## src/rtl/npu_stream_router.sv

```systemverilog
// npu_stream_router: routes host packets to one of NUM_CH compute channels by a
// header beat, and merges per-channel result packets back to the host with a
// packet-atomic round-robin arbiter. Ingress and egress run independently.
//
// state  | meaning
// I_HDR  | waiting for a header beat; header is consumed, never forwarded
// I_FWD  | forwarding payload to channel sel_q with zero latency
// I_DROP | header named a nonexistent channel; payload is discarded
// E_ARB  | no grant; picks the next requesting channel from rr_ptr_q
// E_LOCK | result channel gnt_q owns egress until its tlast beat is taken
module npu_stream_router #(
  parameter int DATA_WIDTH = 32,
  parameter int NUM_CH     = 4,
  parameter int IRQ_EN     = 1,
  localparam int CH_BITS   = ($clog2(NUM_CH) > 1) ? $clog2(NUM_CH) : 1
) (
  input  logic                         clk,
  input  logic                         rst,
  input  logic [DATA_WIDTH-1:0]        s_axis_tdata,
  input  logic                         s_axis_tvalid,
  output logic                         s_axis_tready,
  input  logic                         s_axis_tlast,
  output logic [NUM_CH*DATA_WIDTH-1:0] ch_tdata,
  output logic [NUM_CH-1:0]            ch_tvalid,
  input  logic [NUM_CH-1:0]            ch_tready,
  output logic [NUM_CH-1:0]            ch_tlast,
  input  logic [NUM_CH*DATA_WIDTH-1:0] res_tdata,
  input  logic [NUM_CH-1:0]            res_tvalid,
  output logic [NUM_CH-1:0]            res_tready,
  input  logic [NUM_CH-1:0]            res_tlast,
  output logic [DATA_WIDTH-1:0]        m_axis_tdata,
  output logic                         m_axis_tvalid,
  input  logic                         m_axis_tready,
  output logic                         m_axis_tlast,
  output logic [CH_BITS-1:0]           m_axis_tid,
  output logic [31:0]                  status,
  output logic                         interrupt
);

  typedef enum logic [1:0] {I_HDR = 2'd0, I_FWD = 2'd1, I_DROP = 2'd2} in_state_t;
  typedef enum logic {E_ARB = 1'b0, E_LOCK = 1'b1} eg_state_t;

  in_state_t            in_state_q;
  logic [CH_BITS-1:0]   sel_q;
  logic                 err_q;
  logic [7:0]           in_cnt_q, in_cnt_d;

  eg_state_t            eg_state_q;
  logic [CH_BITS-1:0]   gnt_q;
  logic [CH_BITS-1:0]   rr_ptr_q;
  logic [7:0]           out_cnt_q, out_cnt_d;

  logic                 irq_q;

  logic                 s_fire;
  logic [CH_BITS-1:0]   hdr_ch;
  logic                 hdr_ok;
  logic                 hdr_bad;
  logic                 in_done;
  logic                 eg_done;

  logic [2*NUM_CH-1:0]  res_dbl;
  logic [NUM_CH-1:0]    res_rot;
  logic                 arb_any;
  logic [CH_BITS-1:0]   arb_idx;
  int                   arb_sum;

  // Payload is broadcast on every channel; only the selected channel's valid rises.
  assign ch_tdata = {NUM_CH{s_axis_tdata}};

  // Ingress handshake steering; everything held quiet while rst is high.
  always_comb begin
    s_axis_tready = 1'b0;
    ch_tvalid     = '0;
    ch_tlast      = '0;
    if (!rst) begin
      case (in_state_q)
        I_HDR, I_DROP: s_axis_tready = 1'b1;
        I_FWD: begin
          for (int k = 0; k < NUM_CH; k++) begin
            if (CH_BITS'(k) == sel_q) begin
              s_axis_tready = ch_tready[k];
              ch_tvalid[k]  = s_axis_tvalid;
              ch_tlast[k]   = s_axis_tlast;
            end
          end
        end
        default: s_axis_tready = 1'b0;
      endcase
    end
  end

  assign s_fire   = s_axis_tvalid & s_axis_tready;
  assign hdr_ch   = s_axis_tdata[CH_BITS-1:0];
  assign hdr_ok   = (32'(hdr_ch) < NUM_CH);
  assign hdr_bad  = s_fire && (in_state_q == I_HDR) && !s_axis_tlast && !hdr_ok;
  // Empty packets (header with tlast) and forwarded packets count; dropped ones do not.
  assign in_done  = s_fire && s_axis_tlast && ((in_state_q == I_HDR) || (in_state_q == I_FWD));
  assign in_cnt_d = in_done ? in_cnt_q + 8'd1 : in_cnt_q;

  // Ingress FSM with its packet counter and sticky error flag.
  always_ff @(posedge clk) begin
    if (rst) begin
      in_state_q <= I_HDR;
      sel_q      <= '0;
      err_q      <= 1'b0;
      in_cnt_q   <= '0;
    end else begin
      in_cnt_q <= in_cnt_d;
      if (hdr_bad) err_q <= 1'b1;
      case (in_state_q)
        I_HDR: begin
          if (s_fire && !s_axis_tlast) begin
            if (hdr_ok) begin
              sel_q      <= hdr_ch;
              in_state_q <= I_FWD;
            end else begin
              in_state_q <= I_DROP;
            end
          end
        end
        I_FWD, I_DROP: begin
          if (s_fire && s_axis_tlast) in_state_q <= I_HDR;
        end
        default: in_state_q <= I_HDR;
      endcase
    end
  end

  // Round-robin pick: rotate requests so rr_ptr_q lands at bit 0, lowest set bit wins.
  always_comb begin
    res_dbl = {res_tvalid, res_tvalid};
    res_rot = NUM_CH'(res_dbl >> rr_ptr_q);
    arb_any = 1'b0;
    arb_idx = '0;
    arb_sum = 0;
    for (int i = NUM_CH - 1; i >= 0; i--) begin
      if (res_rot[i]) begin
        arb_any = 1'b1;
        arb_sum = int'(rr_ptr_q) + i;
        if (arb_sum >= NUM_CH) arb_sum = arb_sum - NUM_CH;
        arb_idx = CH_BITS'(arb_sum);
      end
    end
  end

  // Egress mux: the granted result stream is passed straight through while locked.
  always_comb begin
    m_axis_tdata  = '0;
    m_axis_tlast  = 1'b0;
    m_axis_tvalid = 1'b0;
    res_tready    = '0;
    for (int k = 0; k < NUM_CH; k++) begin
      if (CH_BITS'(k) == gnt_q) begin
        m_axis_tdata = res_tdata[k*DATA_WIDTH +: DATA_WIDTH];
        m_axis_tlast = res_tlast[k];
        if (!rst && (eg_state_q == E_LOCK)) begin
          m_axis_tvalid = res_tvalid[k];
          res_tready[k] = m_axis_tready;
        end
      end
    end
  end

  assign m_axis_tid = gnt_q;
  assign eg_done    = (eg_state_q == E_LOCK) && m_axis_tvalid && m_axis_tready && m_axis_tlast;
  assign out_cnt_d  = eg_done ? out_cnt_q + 8'd1 : out_cnt_q;

  // Egress FSM: grant held for a whole packet, pointer moves past the finished channel.
  always_ff @(posedge clk) begin
    if (rst) begin
      eg_state_q <= E_ARB;
      gnt_q      <= '0;
      rr_ptr_q   <= '0;
      out_cnt_q  <= '0;
    end else begin
      out_cnt_q <= out_cnt_d;
      case (eg_state_q)
        E_ARB: begin
          if (arb_any) begin
            gnt_q      <= arb_idx;
            eg_state_q <= E_LOCK;
          end
        end
        E_LOCK: begin
          if (eg_done) begin
            eg_state_q <= E_ARB;
            rr_ptr_q   <= (gnt_q == CH_BITS'(NUM_CH - 1)) ? '0 : gnt_q + CH_BITS'(1);
          end
        end
        default: eg_state_q <= E_ARB;
      endcase
    end
  end

  // Both events in one cycle still produce a single pulse.
  always_ff @(posedge clk) begin
    if (rst) irq_q <= 1'b0;
    else     irq_q <= (IRQ_EN != 0) && (hdr_bad || eg_done);
  end

  assign interrupt = irq_q;
  assign status    = {13'd0, (eg_state_q == E_LOCK), (in_state_q != I_HDR), err_q, out_cnt_q, in_cnt_q};

endmodule

```

## config.mk

```make
export PLATFORM = sky130hd
export DESIGN_NAME = npu_stream_router
export DESIGN_NICKNAME = d
export VERILOG_FILES = /design/src/rtl/npu_stream_router.sv
export SDC_FILE = /design/constraint.sdc
export NUM_CORES = 1
export LEC_CHECK = 0
export ABC_AREA = 0
export CORE_AREA = 5 5 148 150
export CTS_CLUSTER_SIZE = 14
export DETAILED_ROUTE_END_ITERATION = 12
export DIE_AREA = 0 0 153 155
export PLACE_DENSITY = 0.66
export SYNTH_ARGS = -nofsm -noshare
export SYNTH_HDL_FRONTEND = slang
export SYNTH_SLANG_ARGS = --single-unit
```

## constraint.sdc

```tcl
create_clock -name clk -period 4.61 [get_ports clk]
set_clock_uncertainty 0.1 [all_clocks]
set_input_delay 0.6915 -clock clk [delete_from_list [all_inputs] [get_ports clk]]
set_output_delay 0.6915 -clock clk [all_outputs]
set_load 0.02 [all_outputs]
```

Yosys cells after proc, flatten, opt, wreduce, memory -nomap -nowiden

Cells that the tools add are included.

Register bits after elaboration: 26
Word-level logic and storage cells: 114
Output and inout bits: 210

Eq/ne operators: 11
$add $sub $neg: 10
Mux-type cells: 58
Shift-type cells: 1
Bitwise operators: 2
Reduce and logical (&&, ||, !) cells: 20
$lt $le $gt $ge: 4

Operators by type and width:

| operator                                                                             | number |
|---|---|
| 32-bit 2-to-1 mux                                                                    | 4 |
| 1-bit 2-to-1 mux                                                                     | 36 |
| 2-bit 2-to-1 mux                                                                     | 11 |
| 8-bit by 1-bit adder with 8-bit output (second input constant)                       | 2 |
| 4-bit 2-to-1 mux                                                                     | 4 |
| 3-bit greater-or-equal comparator (second input constant)                            | 3 |
| 2-bit equality test (first input constant)                                           | 4 |
| 2-bit AND reduction                                                                  | 4 |
| 8-bit by 2-bit >> shifter with 4-bit output                                          | 1 |
| 2-bit by 1-bit subtractor with 2-bit output (second input constant)                  | 4 |
| 1-bit logical AND                                                                    | 7 |
| 2-bit by 2-bit adder with 3-bit output (second input constant)                       | 2 |
| 2-bit zero test                                                                      | 3 |
| 1-bit by 2-bit equality test with 1-bit output (first input constant)                | 2 |
| 2-bit equality test (second input constant)                                          | 2 |
| 1-bit one-hot mux with 2 select lines                                                | 2 |
| 2-bit one-hot mux with 2 select lines                                                | 1 |
| 2-bit OR reduction                                                                   | 2 |
| 2-bit by 1-bit adder with 3-bit output (second input constant)                       | 1 |
| 2-bit by 3-bit greater-or-equal comparator with 1-bit output (second input constant) | 1 |
| 2-bit by 1-bit adder with 2-bit output (second input constant)                       | 1 |
| 2-bit by 1-bit equality test with 1-bit output (second input constant)               | 1 |
| 1-bit zero test                                                                      | 2 |
| 2-bit by 1-bit != test with 1-bit output (second input constant)                     | 1 |
| 5 further kinds                                                                      | 5 |

Depth between registers and ports, before layout

Gate-level depths: netlist of the first run.

Depth in word-level cells: 15
Mapped depth: 9
Mapped depth without buffers: 8

Worst setup path before layout of the first run

Ideal clock, no wire load.

Path kind: register to output
From: reg gnt_q[0], in the netlist m_axis_tid[0]
To: out m_axis_tdata[10]
Required time: 3819 ps
Slack: 1812 ps
Stages on the path, launching flop included: 8
Path buffers: 2
Arrival time: 2007 ps
Cells stage by stage: dfxtp_1 -> ha_1 -> clkbuf_1 -> clkbuf_1 -> nand2_1 -> a21oi_1 -> a21oi_1 -> o21ai_0

Cells in the longest elaborated chain, start to end: 5
Elaborated cells on any way between the ends: 8
Those cells by class: eq/ne (3); mux (4); reduce/logical (1)

RTL lines:

| what                           | RTL line | source |
|---|---|---|
| start: declaration             | 49       | `logic [CH_BITS-1:0] gnt_q;` |
| start signal: assignment       | 181      | `gnt_q <= arb_idx;` |
| 2-bit zero test                | 154      | `if (CH_BITS'(k) == gnt_q) begin` |
| 32-bit 2-to-1 mux (3 in a row) | 154      |  |
| 32-bit 2-to-1 mux (*)          | 154      |  |
| end: declaration               | 31       | `output logic [DATA_WIDTH-1:0] m_axis_tdata,` |

Mark *: on every way between the ends. The rest lies on a longest branch, timed or not.

Worst setup path after layout of the first run

From: reg gnt_q[0], in the netlist m_axis_tid[0]
To: out m_axis_tdata[8]

The elaborated chain is that of the path after synthesis.

==> summary.txt, run 1 <==
Pwr Density = 176.1 nW/µm²
Die height = 155 µm
Mux cell area share after synthesis = 2.060%
Vias in the first global route = 3494
Crit path max fanout = 43
Total wire length = 15040 µm
Top cells by count, synth = buf_4, nand2_1, a21oi_1
Initial antenna violation count = 1
Total Power Consumption = 0.0008946 W
# rows = 53
Relative slew slack = 31.33%
RSZ-0062 raised after global routing = no
Clock buffer depth = 2
Main combinational cell family by area after synthesis = buffers and inverters
Post-synth ARST share = 0%
Util after Layout = 24.72%
Setup bufs post-CTS = 0
CTS tree = done
Synth unique cells = 41
H-tree Lvls = 1
Adder-cell share of the synthesized area = 2.131%
Max Slew Vio Count = 0
First drt pass iteration count = 4
Core Area = 20560 µm²
Die Span X = 153 µm
Final setup vio count = 0
Post-detailed-route via-to-cell ratio = 4.035
Arr. time, crit path = 2890 ps
Global-route wire length before repair = 21720 µm
Cell leakage power = 1.721 nW
Status = finished, final reports clean
Root Buffer = clkbuf_16
Final hold violations = 0
CP required = 3820 ps
CP most frequent cell = a21oi_1
Clk Latency, worst-skew pair = 260 ps
YS warnings = 0
XOR/XNOR Fraction of Synth Area = 1.492%
Hpwl dp = 12570 µm
Switching portion of total power = 33.64%
Wirelength per Cell = 17.03 µm
Sink Count = 25
Initial core utilization = 17.13%
Cell area after synthesis = 3522 µm²
Fraction of the mapped netlist area in compound gates = 20.14%
Syn Inst Count = 537
Critical path type = reg2out
Yosys top cell area share = 30.48%
Crit-path slowest cell = ha_2
Peak VDD IR = 0.00007983 V
Peak Freq = 272.0 MHz
Post-synthesis sequential area ratio = 14.21%
# IOs = 387
Critical path launch point type = flip-flop
Final net count = 792
Ys flop type = dfxtp_1
Synth Area in Simple Gates = 24.09%
Full die area = 23720 µm²
Hold crit path type = reg2reg
Sw Pwr = 0.0003009 W
Minimum clock period after layout = 3677 ps
CP Cell Sequence = ha_2, buf_4, nand2_1, a21oi_1, a21oi_1, o21ai_0, clkdlybuf4s50_1
Syn-to-layout area delta = 44.26%
Buffers on Ports = 222
Crit-path max cell delay = 680 ps
Measured slew at the worst slew-check pin = 1030 ps
EDFF count, synth = 0
CTS resizes = 0
Reg power frac = 25.3%
Most instantiated library cell after synthesis = buf_4
Top cells by area, synth = buf_4, dfxtp_1, a21oi_1, nand2_1, nand3b_1
Comb pwr share = 52.4%
GRT Util Overall = 11.49%
Largest net degree at the start of global routing = 60
Total number of vias = 3563
Initial detailed-routing violation count = 142
Post-CTS Hold Buffers = 0
Critical Path End Type = primary output
Syn_area_per_cell = 6.559 µm²
Clock-pin slew on the worst setup and hold paths = 70 ps
Pint = 0.0005937 W
Global route overflow = 0
Max_cap viols = 0
Placer Congestion = 0.7639
Drc violations = 0
Crit share post-route = 79.76%
Yosys top cell by area = buf_4
Fin Setup TNS = 0 ps
Clock share of power = 22.3%
Yosys reg bits = 25
Antenna Nets Post-Route = 0
Layout cells sized above 1 = 2.796%
Num CTS Buffers = 3
Diodes inserted = 0
state kept, by name (all words and copies together), names as in the netlist:
register	cells
sel_q	2
in_state_q	1
in_cnt_q	8
interrupt	1
rr_ptr_q	2
out_cnt_q	8
eg_state_q	1
m_axis_tid	2
critical path, delay by kind of cell (launching register included):
family,cells,cell delay (ps)
buf+inv,2,1010
flops,1,430
compound gates,3,410
fa+ha+maj,1,680
simple gates,1,80
cells by family (layout without fill, tap and decap cells):
kind of cell / after synthesis / count (layout)
buf+inv: 188 / 246
simple gates: 174 / 174
compound gates: 131 / 131
flops: 25 / 25
fa+ha+maj: 6 / 6
xor+xnor: 6 / 6
mux: 6 / 6
other cells: 1 / 14
layout by cell type (no fill, tap or decap), types with 2 or more instances in the layout:
cell / count
clkbuf_16: 3
ha_2: 4
buf_4: 5
nor4_1: 2
clkdlybuf4s50_1: 222
nor3_1: 7
nand3b_1: 33
or3_1: 7
conb_1: 14
xnor2_1: 5
dfxtp_1: 25
nand2_1: 86
o21ai_0: 40
nand3_1: 7
and2_1: 4
inv_1: 13
ha_1: 2
nor2_1: 22
mux2i_1: 5
nor2b_1: 2
a21oi_1: 79
metrics by stage:
stage	setup WS [ps]	cell area [µm²]	hold WS [ps]	instances
after floorplan	1812	3571	358.5	550
after detailed placement	1124	4997	384.3	879
final	932.9	5081	390.6	883
after CTS	836.2	5081	393.1	883
after global routing	718.8	5081	427.0	883
after global placement	1178	4997	379.5	879
metal layers:
metal / GRT usage, % / part of all wire [%] / wire [µm]
met4: 0.6364 / 0.58 / 87
met5: 0 / 0.086 / 13
met1: 13.47 / 39 / 5811
met2: 19.98 / 48 / 7262
met3: 5.675 / 12 / 1866
layout make-up:
cell class | count | area (µm²)
Fill cell | 2295 | 15480
Multi-Input combinational cell | 337 | 1821
Clock inverter | 1 | 8.758
Timing Repair Buffer | 228 | 2280
Tap cell | 275 | 344.1
Sequential cell | 25 | 500.5
Clock buffer | 3 | 75.07
Inverter | 14 | 52.55
worst paths after layout:
path | from | end | slack (ps) | cells past startpoint
setup / recovery | m_axis_tid[0] | m_axis_tdata[8] | 930 | 7
hold / removal | out_cnt_q[7] | out_cnt_q[7] | 390 | 2
setup reg to reg | m_axis_tid[0] | out_cnt_q[6] | 1430 | 9
hold reg to reg | out_cnt_q[7] | out_cnt_q[7] | 390 | 2
power by group through the flow:
stage	logic [W]	clock network, W	registers (W)
global route	0.000504	0.000213	0.000227
finish	0.000469	0.000200	0.000226
floorplan	0.000367	0	0.000233
detailed placement	0.000472	0	0.000231
global placement	0.000471	0	0.000231
CTS	0.000475	0.000207	0.000226
Power figures use the tool's default switching activity.
==> run 2, diff against run 1 <==
CORE_AREA = 5 5 146 148   (was 5 5 148 150)
DIE_AREA = 0 0 151 153   (was 0 0 153 155)
PLACE_DENSITY = 0.67   (was 0.66)
clock period = 3.9 ns   (was 4.61 ns; I/O delays follow)
==> run 2 against run 1 <==
Combinational power grew 20%; sequential share of layout area is essentially flat; non-clock buffer count is the same; die area shrank 2.6%; register-to-register slack lost 420 ps; via count grew 3.3%; first-iteration DRC count shrank 30%; global-route usage grew 0.93 points; largest power group unchanged.
==> summary.txt, run 2 (synthesis results as in run 1) <==
Root Buffer = clkbuf_16 (unchanged)
CP required = 3210 ps (was 3820 ps)
Hold crit path type = reg2reg (unchanged)
# IOs = 387 (unchanged)
Critical Path End Type = primary output (unchanged)
H-tree Lvls = 1 (unchanged)
GRT Util Overall = 12.42% (was 11.49%)
Crit path max fanout = 19 (was 43)
Hpwl dp = 13150 µm (was 12570 µm)
Minimum clock period after layout = 3461 ps
Num CTS Buffers = 3 (unchanged)
Max_cap viols = 0 (unchanged)
Status = finished, final reports clean (unchanged)
Comb pwr share = 53.4% (was 52.4%)
Reg power frac = 25.4% (was 25.3%)
Drc violations = 0 (unchanged)
Non-Filler Instances = 878 (was 883)
Core Area = 19910 µm² (was 20560 µm²)
# rows = 52 (was 53)
Max Slew Vio Count = 0 (unchanged)
CTS resizes = 0 (unchanged)
Post-CTS Hold Buffers = 0 (unchanged)
Sw Pwr = 0.0003556 W (was 0.0003009 W)
Global-route wire length before repair = 22350 µm (was 21720 µm)
Design Area, Final = 5092 µm² (was 5081 µm²)
Reg2reg setup slack = 1010 ps (was 1430 ps)
Relative slew slack = 42.45% (was 31.33%)
Peak VDD IR = 0.0001882 V (was 0.00007983 V)
Global route overflow = 0 (unchanged)
Diodes inserted = 0 (unchanged)
Initial detailed-routing violation count = 100 (was 142)
Layout cells sized above 1 = 2.632% (was 2.796%)
Sink Count = 25 (unchanged)
RSZ-0062 raised after global routing = no (unchanged)
Total wire length = 15870 µm (was 15040 µm)
Final hold violations = 0 (unchanged)
Pwr Density = 207.5 nW/µm² (was 176.1 nW/µm²)
Initial core utilization = 17.69% (was 17.13%)
Clock buffer depth = 2 (unchanged)
Measured slew at the worst slew-check pin = 852.1 ps (was 1030 ps)
Final net count = 792 (unchanged)
Cell leakage power = 1.722 nW (was 1.721 nW)
CTS tree = done (unchanged)
Post-DP Area = 5004 µm² (was 4997 µm²)
Most frequent cells in the layout = clkdlybuf4s50_1, nand2_1, a21oi_1, o21ai_0, nand3b_1 (unchanged)
Post-detailed-route via-to-cell ratio = 4.190 (was 4.035)
Vias in the first global route = 3668 (was 3494)
Total number of vias = 3679 (was 3563)
Final setup vio count = 0 (unchanged)
Die Span X = 151 µm (was 153 µm)
Filler instances = 2225 (was 2295)
Clock share of power = 21.2% (was 22.3%)
Critical path type = reg2out (unchanged)
Largest net degree at the start of global routing = 48 (was 60)
Switching portion of total power = 33.65% (was 33.64%)
Critical path launch point type = flip-flop (unchanged)
Placer Congestion = 0.8302 (was 0.7639)
Clk Latency, worst-skew pair = 250 ps (was 260 ps)
Buffers on Ports = 222 (unchanged)
Antenna Nets Post-Route = 0 (unchanged)
Full die area = 23100 µm² (was 23720 µm²)
Clock-pin slew on the worst setup and hold paths = 60 ps (was 70 ps)
Peak Freq = 288.9 MHz
Syn-to-layout area delta = 44.58% (was 44.26%)
Fin Setup TNS = 0 ps (unchanged)
Top flop regs = in_cnt_q: 8 flops, out_cnt_q: 8 flops (unchanged)
Wirelength per Cell = 18.08 µm (was 17.03 µm)
Placed cell count = 874 (was 879)
Initial antenna violation count = 4 (was 1)
Crit share post-route = 88.75%
Die height = 153 µm (was 155 µm)
Setup bufs post-CTS = 0 (unchanged)
Commonest non-fill, non-tap cell in the layout = clkdlybuf4s50_1 (unchanged)
First drt pass iteration count = 4 (unchanged)
Pint = 0.0007011 W (was 0.0005937 W)
Arr. time, crit path = 2780 ps (was 2890 ps)
[run 2: cell types whose count changed in the layout (fill, tap and decap cells not counted)]
cell      before  now
inv_6          1    0
clkbuf_1       0    1
ha_2           4    3
ha_4           0    1
buf_12         1    2
buf_4          5    4
[run 2: path summary, 6_finish.rpt]
path / end / depth (start not counted) / from
hold / removal: out_cnt_q[7] / 2 / out_cnt_q[7]
hold reg to reg: out_cnt_q[7] / 2 / out_cnt_q[7]
setup / recovery: m_axis_tdata[22] / 8 / m_axis_tid[0]
setup reg to reg: out_cnt_q[6] / 7 / m_axis_tid[0]
[run 2: through the flow]
step | hold slack, ps | worst slack, ps | power, W | utilization [%]
floorplan | 358.5 | 1208 | 0.0007083 | -
global placement | 368.5 | 557.8 | 0.0008386 | 25.13
detailed placement | 384.1 | 506.0 | 0.0008403 | 25.13
CTS | 392.5 | 219.5 | 0.001067 | 25.53
global route | 417.7 | 212.2 | 0.001117 | 25.58
finish | 382.0 | 438.9 | 0.001057 | 25.58
[run 2: final cells by class]
cell class	count	area [µm²]	area share (%)
well taps	270	337.8	6.634
inverters	14	52.55	1.032
flip-flops and latches	25	500.5	9.828
repair buffers	228	2292	45.01
multi-input cells	337	1831	35.95
clock buffers	4	78.83	1.548
[run 2: power by group through the flow]
stage          registers (W)  logic [W]  clock network, W
4_1_cts             0.000268   0.000570          0.000229
3_5_place_dp        0.000274   0.000566                 0
6_report            0.000269   0.000564          0.000224
2_1_floorplan       0.000275   0.000433                 0
5_1_grt             0.000269   0.000605          0.000242
3_3_place_gp        0.000274   0.000565                 0
[run 2: per-layer routing]
| metal | wire length, µm | track usage, % |
|---|---|---|
| met5 | 26 | 0 |
| met4 | 85 | 0.9499 |
| met3 | 2036 | 5.271 |
| met2 | 8010 | 22.91 |
| met1 | 5715 | 13.70 |
[run 2: worst max-delay path, cell delays in order, from the launching register on]
cell and delay (ps):
dfxtp_1 390, inv_1 120, ha_2 490, buf_4 340
nand3b_1 110, a21oi_1 190, a21oi_1 80, o21ai_0 160
clkdlybuf4s50_1 630
==> run 3, diff against run 2 <==
CORE_AREA = 5 5 149 151   (was 5 5 146 148)
DIE_AREA = 0 0 154 156   (was 0 0 151 153)
PLACE_DENSITY = 0.65   (was 0.67)
==> run 3 against run 2 <==
Die area is 4.0% higher; utilization is 0.92 points lower; via count is 2.3% lower; wire length is 2.7% lower; maximum frequency is 2.2% lower; critical path type unchanged; critical endpoint is now m_axis_tlast; largest power group unchanged.
==> summary.txt, run 3 (synthesis results as in run 1) <==
Status = finished, final reports clean (unchanged)
Fin Setup TNS = 0 ps (unchanged)
Core Area = 20690 µm² (was 19910 µm²)
First drt pass iteration count = 4 (unchanged)
Diodes inserted = 0 (unchanged)
Clk Latency, worst-skew pair = 260 ps (was 250 ps)
Final net count = 792 (unchanged)
Final hold violations = 0 (unchanged)
Peak VDD IR = 0.0001294 V (was 0.0001882 V)
Met1 GRT Util = 14.06% (was 13.70%)
Total wire length = 15440 µm (was 15870 µm)
Hold path cells = 2 (unchanged)
Root Buffer = clkbuf_16 (unchanged)
Met3 usage = 5.021% (was 5.271%)
Wirelength per Cell = 17.49 µm (was 18.08 µm)
Crit share post-route = 90.73% (was 88.75%)
Buffers on Ports = 222 (unchanged)
Global-route wire length before repair = 22490 µm (was 22350 µm)
Largest net degree at the start of global routing = 40 (was 48)
Measured slew at the worst slew-check pin = 816.9 ps (was 852.1 ps)
Hold path endpoint = out_cnt_q[7] (unchanged)
Arr. time, crit path = 2850 ps (was 2780 ps)
Hold path start = out_cnt_q[7] (unchanged)
PnR worst setup slack = 361.4 ps (was 438.9 ps)
Max Slew Vio Count = 0 (unchanged)
Max_cap viols = 0 (unchanged)
Gr busiest metal = met2 (unchanged)
Sink Count = 25 (unchanged)
Drc violations = 0 (unchanged)
Initial core utilization = 17.02% (was 17.69%)
# rows = 53 (was 52)
Reg-to-Reg Start = m_axis_tid[0] (unchanged)
Die height = 156 µm (was 153 µm)
Total number of vias = 3595 (was 3679)
CP required = 3210 ps (about the same)
Commonest non-fill, non-tap cell in the layout = clkdlybuf4s50_1 (unchanged)
Layout cells sized above 1 = 2.796% (was 2.632%)
Relative slew slack = 44.83% (was 42.45%)
Most frequent cells in the layout = clkdlybuf4s50_1, nand2_1, a21oi_1, o21ai_0, nand3b_1 (unchanged)
RSZ-0062 raised after global routing = no (unchanged)
CTS resizes = 0 (unchanged)
Global route overflow = 0 (unchanged)
Syn-to-layout area delta = 44.87% (was 44.58%)
Minimum clock period after layout = 3539 ps (was 3461 ps)
H-tree Lvls = 1 (unchanged)
Place WS = 568.5 ps (was 506.0 ps)
CTS tree = done (unchanged)
Clock-pin slew on the worst setup and hold paths = 60 ps (about the same)
GRT met2 Usage = 20.32% (was 22.91%)
Pwr Density = 208.1 nW/µm² (was 207.5 nW/µm²)
Worst-case reg-to-reg path depth = 8 (was 7)
# IOs = 387 (unchanged)
Full die area = 24020 µm² (was 23100 µm²)
Cell leakage power = 1.729 nW (was 1.722 nW)
Reg2reg setup slack = 780 ps (was 1010 ps)
Post-CTS Hold Buffers = 0 (unchanged)
Top flop regs = in_cnt_q: 8 flops, out_cnt_q: 8 flops (unchanged)
Reg2reg end = out_cnt_q[4] (was out_cnt_q[6])
Critical Path End Type = primary output (unchanged)
Die Span X = 154 µm (was 151 µm)
Initial antenna violation count = 0 (was 4)
GRT Util Overall = 11.70% (was 12.42%)
Crit path max fanout = 39 (was 19)
Antenna Nets Post-Route = 0 (unchanged)
Placer Congestion = 0.7938 (was 0.8302)
Initial detailed-routing violation count = 196 (was 100)
Critical path launch point type = flip-flop (unchanged)
Peak Freq = 282.6 MHz (was 288.9 MHz)
Vias in the first global route = 3689 (was 3668)
Clock buffer depth = 2 (unchanged)
Hold crit path type = reg2reg (unchanged)
Critical path type = reg2out (unchanged)
Setup bufs post-CTS = 0 (unchanged)
Hpwl dp = 12640 µm (was 13150 µm)
Post-detailed-route via-to-cell ratio = 4.071 (was 4.190)
Num CTS Buffers = 3 (unchanged)
Final setup vio count = 0 (unchanged)
-- run 3: worst max-delay path by stage --
| stage | from | to | slack [ps] | depth (start not counted) |
|---|---|---|---|---|
| 4_1_cts | m_axis_tid[0] | m_axis_tlast | 280 | 7 |
| 2_1_floorplan | m_axis_tid[0] | m_axis_tdata[10] | 1210 | 7 |
| 3_3_place_gp | m_axis_tid[0] | m_axis_tlast | 620 | 7 |
| 6_report | m_axis_tid[0] | m_axis_tlast | 360 | 7 |
| 5_1_grt | m_axis_tid[0] | m_axis_tlast | 100 | 7 |
| 3_5_place_dp | m_axis_tid[0] | m_axis_tlast | 570 | 7 |
-- run 3: metrics by stage --
stage	power (W)	instances	util (%)	instance area (µm²)	hold WS, ps
after floorplan	0.0007083	550	-	3571	358.5
after global placement	0.0008406	879	24.27	5022	371.0
after CTS	0.001075	883	24.66	5102	393.9
final	0.001062	883	24.66	5102	387.1
after detailed placement	0.0008411	879	24.27	5022	384.9
after global routing	0.001122	883	24.66	5102	417.0
-- run 3: where the power goes --
group / internal, W / switching, W / total, W / leakage, nW
logic: 0.000303 / 0.000260 / 0.000564 / 1.49
registers: 0.000260 / 0.00000765 / 0.000268 / 0.203
clock network: 0.000138 / 0.0000917 / 0.000230 / 0.0409
-- run 3: final cells by class --
class                           count  area [µm²]
Tap cell                          275       344.1
Clock inverter                      1       5.005
Timing Repair Buffer              228        2305
Sequential cell                    25       500.5
Fill cell                        2314       15590
Multi-Input combinational cell    337        1821
Inverter                           14       52.55
Clock buffer                        3       75.07
-- run 3: layer usage --
metal	up-vias	routed length [µm]
li1	1779	-
met3	5	1677
met4	0	45
met1	1573	6160
met2	238	7557
met5	-	0
-- run 3: worst max-delay path, cell delays in order (launching register included) --
cell and delay [ps]:
dfxtp_1 430, ha_2 690, buf_4 430, a211oi_1 80, o21ai_0 190, nand2_1 90, inv_1 60, clkdlybuf4s50_1 590
